--- config.mk ---
export PLATFORM = sky130hd
export DESIGN_NAME = mvm_tile_sequencer
export DESIGN_NICKNAME = d
export VERILOG_FILES = /design/src/rtl/mvm_tile_sequencer.sv
export SDC_FILE = /design/constraint.sdc
export NUM_CORES = 1
export LEC_CHECK = 0
export ABC_AREA = 1
export BUFFER_PORTS_ARGS = -buffer_cell sky130_fd_sc_hd__clkbuf_2
export CORE_ASPECT_RATIO = 1.2
export CORE_MARGIN = 2
export CORE_UTILIZATION = 55
export CTS_BUF_LIST = sky130_fd_sc_hd__clkbuf_16
export CTS_CLUSTER_DIAMETER = 60
export DETAILED_ROUTE_END_ITERATION = 10
export HOLD_SLACK_MARGIN = 0.05
export PLACE_DENSITY_LB_ADDON = 0.1
export SLEW_MARGIN = 20
export SYNTH_ARGS = -nofsm -noshare
export SYNTH_HDL_FRONTEND = slang
export SYNTH_SLANG_ARGS = --single-unit
--- constraint.sdc ---
create_clock -name clk -period 2.7 [get_ports clk]
set_input_delay 0.54 -clock clk [delete_from_list [all_inputs] [get_ports clk]]
set_output_delay 0.54 -clock clk [all_outputs]
set_load 0.02 [all_outputs]
--- src/rtl/mvm_tile_sequencer.sv ---
`default_nettype none
// ============================================================================
// mvm_tile_sequencer: walks P-row tiles of an R x C matrix-vector multiply and
// drains lane accumulators as a result stream. Optional macro: OUT_RELU_EN.
// Revision 1.0
// ============================================================================
module mvm_tile_sequencer #(
  parameter int ACC_W   = 16,
  parameter int P       = 2,
  parameter int MAX_N   = 64,
  parameter int ADDR_W  = 8,
  parameter int RD_LAT  = 1,
  parameter int MAC_LAT = 2
) (
  input  logic                       clk,
  input  logic                       rst_n,
  input  logic                       start_i,
  input  logic                       abort_i,
  input  logic [$clog2(MAX_N+1)-1:0] cfg_rows_i,
  input  logic [$clog2(MAX_N+1)-1:0] cfg_cols_i,
  output logic                       busy_o,
  output logic                       done_o,
  output logic                       cfg_err_o,
  output logic [ADDR_W-1:0]          w_bram_addr_o,
  output logic                       w_bram_en_o,
  output logic [ADDR_W-1:0]          x_bram_addr_o,
  output logic                       x_bram_en_o,
  output logic                       mac_clear_o,
  output logic                       mac_valid_o,
  output logic [P-1:0]               lane_mask_o,
  input  logic [P*ACC_W-1:0]         acc_in_i,
  output logic                       res_valid_o,
  input  logic                       res_ready_i,
  output logic [ACC_W-1:0]           res_data_o,
  output logic [$clog2(MAX_N)-1:0]   res_row_o
);

  localparam int CFG_W   = $clog2(MAX_N+1);
  localparam int ROW_W   = $clog2(MAX_N);
  localparam int RB_W    = CFG_W + 1;
  localparam int LANE_W  = (P > 1) ? $clog2(P) : 1;
  localparam int DRAIN_N = RD_LAT + MAC_LAT;
  localparam int DRN_W   = $clog2(DRAIN_N+1);

  typedef enum logic [2:0] {
    S_IDLE  = 3'd0,
    S_CLEAR = 3'd1,
    S_LOAD  = 3'd2,
    S_DRAIN = 3'd3,
    S_READ  = 3'd4,
    S_DONE  = 3'd5
  } state_t;

  state_t             state_q, state_d;
  logic [CFG_W-1:0]   rows_q, rows_d;
  logic [CFG_W-1:0]   cols_q, cols_d;
  logic [CFG_W-1:0]   col_q, col_d;
  logic               bad_q, bad_d;
  logic [DRN_W-1:0]   drn_q, drn_d;
  logic [LANE_W-1:0]  lane_q, lane_d;
  logic [RB_W-1:0]    row_base_q, row_base_d;
  logic [ADDR_W-1:0]  w_base_q, w_base_d;
  logic [RD_LAT-1:0]  vdl_q, vdl_d;

  logic               cfg_bad;
  logic               kill;
  logic               in_tile;
  logic               last_lane;
  logic               more_rows;
  logic [RB_W-1:0]    cur_row;
  logic [ACC_W-1:0]   lane_val;
  logic [ACC_W-1:0]   res_val;

  assign cfg_bad   = (cfg_rows_i == '0) || (cfg_cols_i == '0) ||
                     (cfg_rows_i > CFG_W'(MAX_N)) || (cfg_cols_i > CFG_W'(MAX_N));
  assign kill      = abort_i && (state_q != S_IDLE);
  assign in_tile   = !bad_q && (state_q inside {S_CLEAR, S_LOAD, S_DRAIN, S_READ});
  assign cur_row   = row_base_q + RB_W'(lane_q);
  // Masked lanes are always the top ones, so the first out-of-range row ends the tile.
  assign last_lane = ((cur_row + RB_W'(1)) >= {1'b0, rows_q}) || (lane_q == LANE_W'(P-1));
  assign more_rows = (row_base_q + RB_W'(P)) < {1'b0, rows_q};
  assign lane_val  = acc_in_i[lane_q*ACC_W +: ACC_W];

`ifdef OUT_RELU_EN
  assign res_val = lane_val[ACC_W-1] ? '0 : lane_val;
`else
  assign res_val = lane_val;
`endif

  for (genvar i = 0; i < P; i++) begin : g_lane
    assign lane_mask_o[i] = in_tile && ((row_base_q + RB_W'(i)) < {1'b0, rows_q});
  end

  if (RD_LAT == 1) begin : g_dl_one
    assign vdl_d = w_bram_en_o;
  end else begin : g_dl_shift
    assign vdl_d = {vdl_q[RD_LAT-2:0], w_bram_en_o};
  end

  assign busy_o      = (state_q != S_IDLE);
  assign x_bram_en_o = w_bram_en_o;
  assign mac_valid_o = vdl_q[RD_LAT-1];

  always_comb begin
    state_d       = state_q;
    rows_d        = rows_q;
    cols_d        = cols_q;
    col_d         = col_q;
    bad_d         = bad_q;
    drn_d         = drn_q;
    lane_d        = lane_q;
    row_base_d    = row_base_q;
    w_base_d      = w_base_q;
    done_o        = 1'b0;
    cfg_err_o     = 1'b0;
    w_bram_en_o   = 1'b0;
    w_bram_addr_o = '0;
    x_bram_addr_o = '0;
    mac_clear_o   = 1'b0;
    res_valid_o   = 1'b0;
    res_data_o    = '0;
    res_row_o     = '0;
    case (state_q)
      S_IDLE: begin
        if (start_i) begin
          rows_d     = cfg_rows_i;
          cols_d     = cfg_cols_i;
          bad_d      = cfg_bad;
          col_d      = '0;
          drn_d      = '0;
          lane_d     = '0;
          row_base_d = '0;
          w_base_d   = '0;
          state_d    = S_CLEAR;
        end
      end
      // A bad configuration still passes through CLEAR so its done lands one cycle later.
      S_CLEAR: begin
        mac_clear_o = !bad_q;
        col_d       = '0;
        state_d     = bad_q ? S_DONE : S_LOAD;
      end
      S_LOAD: begin
        w_bram_en_o   = 1'b1;
        w_bram_addr_o = w_base_q + ADDR_W'(col_q);
        x_bram_addr_o = ADDR_W'(col_q);
        if (col_q == (cols_q - CFG_W'(1))) begin
          drn_d   = '0;
          state_d = S_DRAIN;
        end else begin
          col_d = col_q + CFG_W'(1);
        end
      end
      S_DRAIN: begin
        if (drn_q == DRN_W'(DRAIN_N-1)) begin
          lane_d  = '0;
          state_d = S_READ;
        end else begin
          drn_d = drn_q + DRN_W'(1);
        end
      end
      S_READ: begin
        res_valid_o = 1'b1;
        res_data_o  = res_val;
        res_row_o   = ROW_W'(cur_row);
        if (res_ready_i) begin
          if (!last_lane) begin
            lane_d = lane_q + LANE_W'(1);
          end else if (more_rows) begin
            row_base_d = row_base_q + RB_W'(P);
            w_base_d   = w_base_q + ADDR_W'(cols_q);
            state_d    = S_CLEAR;
          end else begin
            state_d = S_DONE;
          end
        end
      end
      S_DONE: begin
        done_o    = 1'b1;
        cfg_err_o = bad_q;
        state_d   = S_IDLE;
      end
      default: state_d = S_IDLE;
    endcase
    if (kill) begin
      state_d = S_IDLE;
    end
  end

  always_ff @(posedge clk) begin
    if (!rst_n) begin
      state_q    <= S_IDLE;
      rows_q     <= '0;
      cols_q     <= '0;
      col_q      <= '0;
      bad_q      <= 1'b0;
      drn_q      <= '0;
      lane_q     <= '0;
      row_base_q <= '0;
      w_base_q   <= '0;
      vdl_q      <= '0;
    end else begin
      state_q    <= state_d;
      rows_q     <= rows_d;
      cols_q     <= cols_d;
      col_q      <= col_d;
      bad_q      <= bad_d;
      drn_q      <= drn_d;
      lane_q     <= lane_d;
      row_base_q <= row_base_d;
      w_base_q   <= w_base_d;
      vdl_q      <= kill ? '0 : vdl_d;
    end
  end

endmodule
`default_nettype wire

=== Word-level counts from Yosys, hierarchy flattened ===
Index checks and enable logic that the tools add are counted.
W data, S select, Z words.

* Input bits: 51
* Bits in registers: 45
* Word-level logic and storage cells: 107
* Output and inout bits: 48

* Eq/ne operators: 16
* Shift-type cells: 1
* Multiplexer cells: 38
* $add $sub $neg: 10
* Reduce and logical (&&, ||, !) cells: 25
* Bitwise gates (word level): 1
* Order comparisons: 6

{| class="wikitable"
|+ Operators by type and width
! operator !! count
|-
| $mux W8 || 8
|-
| $pmux W8 S2 || 2
|-
| $shiftx A32 B6 Y16 || 1
|-
| $lt A8 B7 Y1 || 3
|-
| $mux W3 || 7
|-
| $mux W7 || 3
|-
| $pmux W7 S3 || 1
|-
| $add A8 B1 Y8 const B || 2
|-
| $add A8 B7 Y8 || 2
|-
| $mux W16 || 1
|-
| $pmux W3 S5 || 1
|-
| $reduce_and A5 Y1 || 3
|-
| $gt A7 B7 Y1 const B || 2
|-
| $logic_not A7 Y1 || 2
|-
| $ne A2 B2 Y1 const B || 7
|-
| $reduce_bool A3 Y1 || 4
|-
| $mux W1 || 9
|-
| $add A8 B1 Y8 || 1
|-
| $add A8 B2 Y8 const B || 1
|-
| $ge A8 B7 Y1 || 1
|-
| $add A7 B1 Y7 const B || 1
|-
| $eq A7 B7 Y1 || 1
|-
| $sub A7 B1 Y7 const B || 1
|-
| $eq A3 B2 Y1 const B || 2
|-
| 21 further kinds || 31
|}

=== Depth between registers and ports, before layout ===
* Depth in word-level cells: 7
* Mapped depth: 20
* Mapped depth without buffers: 19

=== Worst setup path before layout ===
Ideal clock, no wire load.

* Kind: reg2out
* Start point: register row_base_q[3]
* End point: output port lane_mask_o[1]
* Cell stages (with the launch flop): 9
* Path buffers: 2
* Arrival: 2310 ps
* Slack: -150 ps
* Cells stage by stage: dfxtp_1 buf_2 clkbuf_1 ha_1 a21oi_1 o21ai_0 a21oi_1 o21bai_1 a2111oi_0

* Longest elaborated chain between the ends: 3

{| class="wikitable"
|+ Ends and longest elaborated chain
! what !! RTL line !! RTL
|-
| from (decl) || 61 || <nowiki>logic [RB_W-1:0] row_base_q, row_base_d;</nowiki>
|-
| from (signal assigned) || 210 || <nowiki>row_base_q <= row_base_d;</nowiki>
|-
| $add A8 B1 Y8 || 91 || <nowiki>assign lane_mask_o[i] = in_tile && ((row_base_q + RB_W'(i)) < {1'b0, rows_q});</nowiki>
|-
| $lt A8 B7 Y1 || 91 ||
|-
| $logic_and A1 B1 Y1 || 91 ||
|-
| to (decl) || 30 || <nowiki>output logic [P-1:0] lane_mask_o,</nowiki>
|}

No other way between the ends.

=== Final worst setup path ===
* Start point: register col_q[3]
* End point: output port w_bram_addr_o[6]

* Longest elaborated chain between the ends: 2

{| class="wikitable"
|+ Ends and longest elaborated chain
! what !! RTL line !! RTL
|-
| from (decl) || 57 || <nowiki>logic [CFG_W-1:0] col_q, col_d;</nowiki>
|-
| from (signal assigned) || 206 || <nowiki>col_q <= col_d;</nowiki>
|-
| $add A8 B7 Y8 || 145 || <nowiki>w_bram_addr_o = w_base_q + ADDR_W'(col_q);</nowiki>
|-
| $mux W8 || 123 || <nowiki>case (state_q)</nowiki>
|-
| to (decl) || 24 || <nowiki>output logic [ADDR_W-1:0] w_bram_addr_o,</nowiki>
|}

No other way between the ends.

==> impl_metrics.csv <==
group,metric,value,unit
setup_path,criticalPathCategory,"flip-flop to output pin",
clock_network,h-tree-depth,2,
clock_network,clock-sinks,44,
power_and_ir_drop,power_frac_seq,21.3,%
clock_network,clkTransAtPathRegs,70,ps
die,row_count,34,
cells_and_area,antennaDiodeCount,0,
placement,placed_area,4550,um^2
logic_synthesis,ys.flop_type,"dfxtp_1",
timing,fin_hold_ws,501,ps
timing,setup_tns,0,ps
clock_network,cts_tree,"built",
setup_path,slowest_delay,380,ps
timing,setup_violations,0,
global_routing,antenna_found_initial,0,
timing,fmax,376,MHz
clock_network,hold_buffers,0,
die,coreArea,7150,um^2
timing,timing.slew.headroom,41.5,%
detailed_routing,drt_wl_total,10.4,mm
cells_and_area,drive_gt1_share,21.1,%
power_and_ir_drop,power_density,1100,nW/um^2
power_and_ir_drop,power,5.32,mW
power_and_ir_drop,swShare,51.4,%
timing,period_minus_slack,2660,ps
flow_run,max_cap_viol_count,0,
clock_network,cts_buffer_depth,2,
global_routing,grt_util_all_layers,26.5,%
timing,drv_slew,0,
cells_and_area,ff_latch_area,898,um^2
die,fp.dieH,97.3,um
logic_synthesis,yosysTopAreaCellShare,22.1,%
power_and_ir_drop,p_sw,2.73,mW
die,die_w,81.8,um
global_routing,grt_pass1_wl,17.0,mm
run_status,status,"finished clean",
setup_path,timing.critical_path.mode_cell,"nor2_1",
detailed_routing,vias,4261,
placement,dp_cells,811,
setup_path,cp.arrival,2120,ps
power_and_ir_drop,power_frac_comb,65.3,%
cells_and_area,multiInputGateArea,2730,um^2
die,start_util,55.9,%
cells_and_area,fillCellCount,654,
timing,finalHoldViolations,0,
hold_path,hp-class,"flip-flop to flip-flop",
power_and_ir_drop,p_leak,2.56,nW
logic_synthesis,avgSynthCellArea,6.28,um^2
detailed_routing,dr.pass1.iters,5,
logic_synthesis,synth_edf_count,0,
cells_and_area,postLayoutCellArea,4830,um^2
logic_synthesis,ys_types,45,
detailed_routing,viasPerCell,5.20,
placement,gp_congestion,0.978,
clock_network,numCtsBuffers,5,
setup_path,crit_family,"compound AO/OA/AOI/OAI gates",
logic_synthesis,ys_seq_area_share,22.1,%
global_routing,grt_pass1_vias,3992,
placement,portBuffers,97,
cells_and_area,final_core_util,67.6,%
clock_network,clock-root-buffer,"clkbuf_16",
power_and_ir_drop,p_int,2.59,mW
timing,skew,4.54,ps
setup_path,crit_fanout,5,
logic_synthesis,yosysWarnings,0,
cells_and_area,area_delta_synth_final,21.0,%
setup_path,cp-start-kind,"flip-flop",
setup_path,critPathBufInv,2,
clock_network,clkLatencyLatePin,290,ps
setup_path,cp-end-kind,"output pin",
cells_and_area,stdcell_count,820,
placement,place_hpwl,8.12,mm
logic_synthesis,netlist_area,3990,um^2
setup_path,critPathSlowestCell,"dfxtp_2",
timing,worstMarginPinSlew,876,ps
logic_synthesis,async_flop_share,0,%
setup_path,required,2160,ps
die,design.portCount,99,
logic_synthesis,ys_seq_elements,44,
timing,rsz0062_at_grt,"yes",
timing,timing.final.ws_setup,42.4,ps
placement,dpl_worst_slack,183,ps
logic_synthesis,synthTopCellsByArea,"dfxtp_1, nand2_1, ha_1, inv_1, a21oi_1",
logic_synthesis,synth.largest_area_cell,"dfxtp_1",
timing,finalCritPeriodShare,98.4,%
power_and_ir_drop,ir_drop,0.569,mV
setup_path,crit_chain,"ha_2 -> a21oi_1 -> inv_1 -> a31oi_4 -> nor2_1 -> nor2_1 -> nor2_2 -> o21a_1 -> nor3_2 -> buf_4",
global_routing,grt_max_degree,30,
detailed_routing,antenna_left,0,
logic_synthesis,syn_inst,636,
detailed_routing,drc_errors,0,
detailed_routing,routedWlPerCell,12.6,um
power_and_ir_drop,p_clk_share,13.4,%
die,dieArea,7960,um^2
detailed_routing,dr.first_iter.drc_count,140,
global_routing,grt-ovfl-total,0,
cells_and_area,nNetsFinal,827,
-- placed cells by master (no fill, tap or decap), types with 4 or more instances in the layout --
| master | synthesis | routed |
|---|---|---|
| nand2_1 | 151 | 151 |
| clkbuf_2 | 0 | 94 |
| inv_1 | 89 | 88 |
| nor2_1 | 79 | 78 |
| a21oi_1 | 64 | 62 |
| ha_1 | 45 | 41 |
| dfxtp_1 | 44 | 34 |
| o21ai_0 | 34 | 31 |
| nand3_1 | 29 | 29 |
| xor2_1 | 12 | 12 |
| buf_4 | 3 | 12 |
| nand4_1 | 9 | 9 |
| dfxtp_2 | 0 | 8 |
| nor3_1 | 9 | 7 |
| xnor2_1 | 5 | 5 |
| clkbuf_16 | 0 | 5 |
| nor3b_1 | 4 | 4 |
| o21ai_1 | 1 | 4 |
-- power groups by stage --
stage	Sequential (mW)	Combinational, mW	Clock [mW]
5_1_grt	1.16	4.00	0.748
3_5_place_dp	1.12	3.39	0
4_1_cts	1.11	3.42	0.723
2_1_floorplan	1.03	2.72	0
6_report	1.13	3.47	0.713
3_3_place_gp	1.11	3.27	0
-- worst paths after layout --
check                start                to  slack, ps  cells after the start
max               col_q[3]  w_bram_addr_o[6]         40                     10
min            w_base_q[7]       w_base_q[7]        500                      2
max reg2reg  row_base_q[2]       w_base_q[3]        220                     16
min reg2reg    w_base_q[7]       w_base_q[7]        500                      2
-- logic make-up (layout without fill, tap and decap cells) --
kind of cell,count (synthesis),in the layout,synth area share (%)
compound gates,115,115,15.6
other cells,1,2,0.0939
xor+xnor,17,17,3.73
buf+inv,115,208,11.7
fa+ha+maj,47,47,15.1
simple gates,297,297,31.7
flops,44,44,22.1
-- cell usage after synthesis (2+ instances only) --
master and instances:
a21o_1 2, a21oi_1 64, a31oi_1 3, buf_2 4, buf_4 3, buf_6 2, clkbuf_1 13, dfxtp_1 44
fa_1 2, ha_1 45, inv_1 89, inv_2 2, nand2_1 151, nand2_2 2, nand3_1 29, nand4_1 9
nor2_1 79, nor2_2 2, nor3_1 9, nor3b_1 4, nor4_1 3, o21ai_0 34, o21bai_1 2, or2_2 3
xnor2_1 5, xor2_1 12
-- registers in the layout (all words and copies together), names as in the netlist --
register / cells
bad_q: 1
col_q: 7
cols_q: 7
drn_q: 2
lane_q: 1
mac_valid_o: 1
row_base_q: 7
rows_q: 7
state_q: 3
w_base_q: 8
-- timing repair --
action,in CTS,in global routing
setup endpoints to repair,3,24
gates cloned,0,0
pin swaps,1,7
resized for setup,7,28
setup buffers,0,1
endpoints found under the hold margin,0,0
-- per-layer routing --
layer / GRT usage, % / part of all wire, %
met1: 29.7 / 41
met5: 0 / 0
met2: 49.7 / 53
met3: 2.79 / 4.3
met4: 9.62 / 2.0
-- cell type report --
type	instances	area share, %
clock buffers	5	2.59
clock inverters	3	0.984
inverters	92	7.14
multi-input cells	478	56.6
flip-flops and latches	44	18.6
well taps	90	2.33
repair buffers	108	11.8
-- worst register-to-register path: cells and delay by family (launching register included) --
family / cells / cell delay, ps
AND/OR/NAND/NOR: 13 / 1500
XOR/XNOR: 1 / 150
buffers and inverters: 1 / 40
flip-flops: 1 / 370
adder cells (fa/ha/maj): 1 / 310
Power figures use the tool's default switching activity.
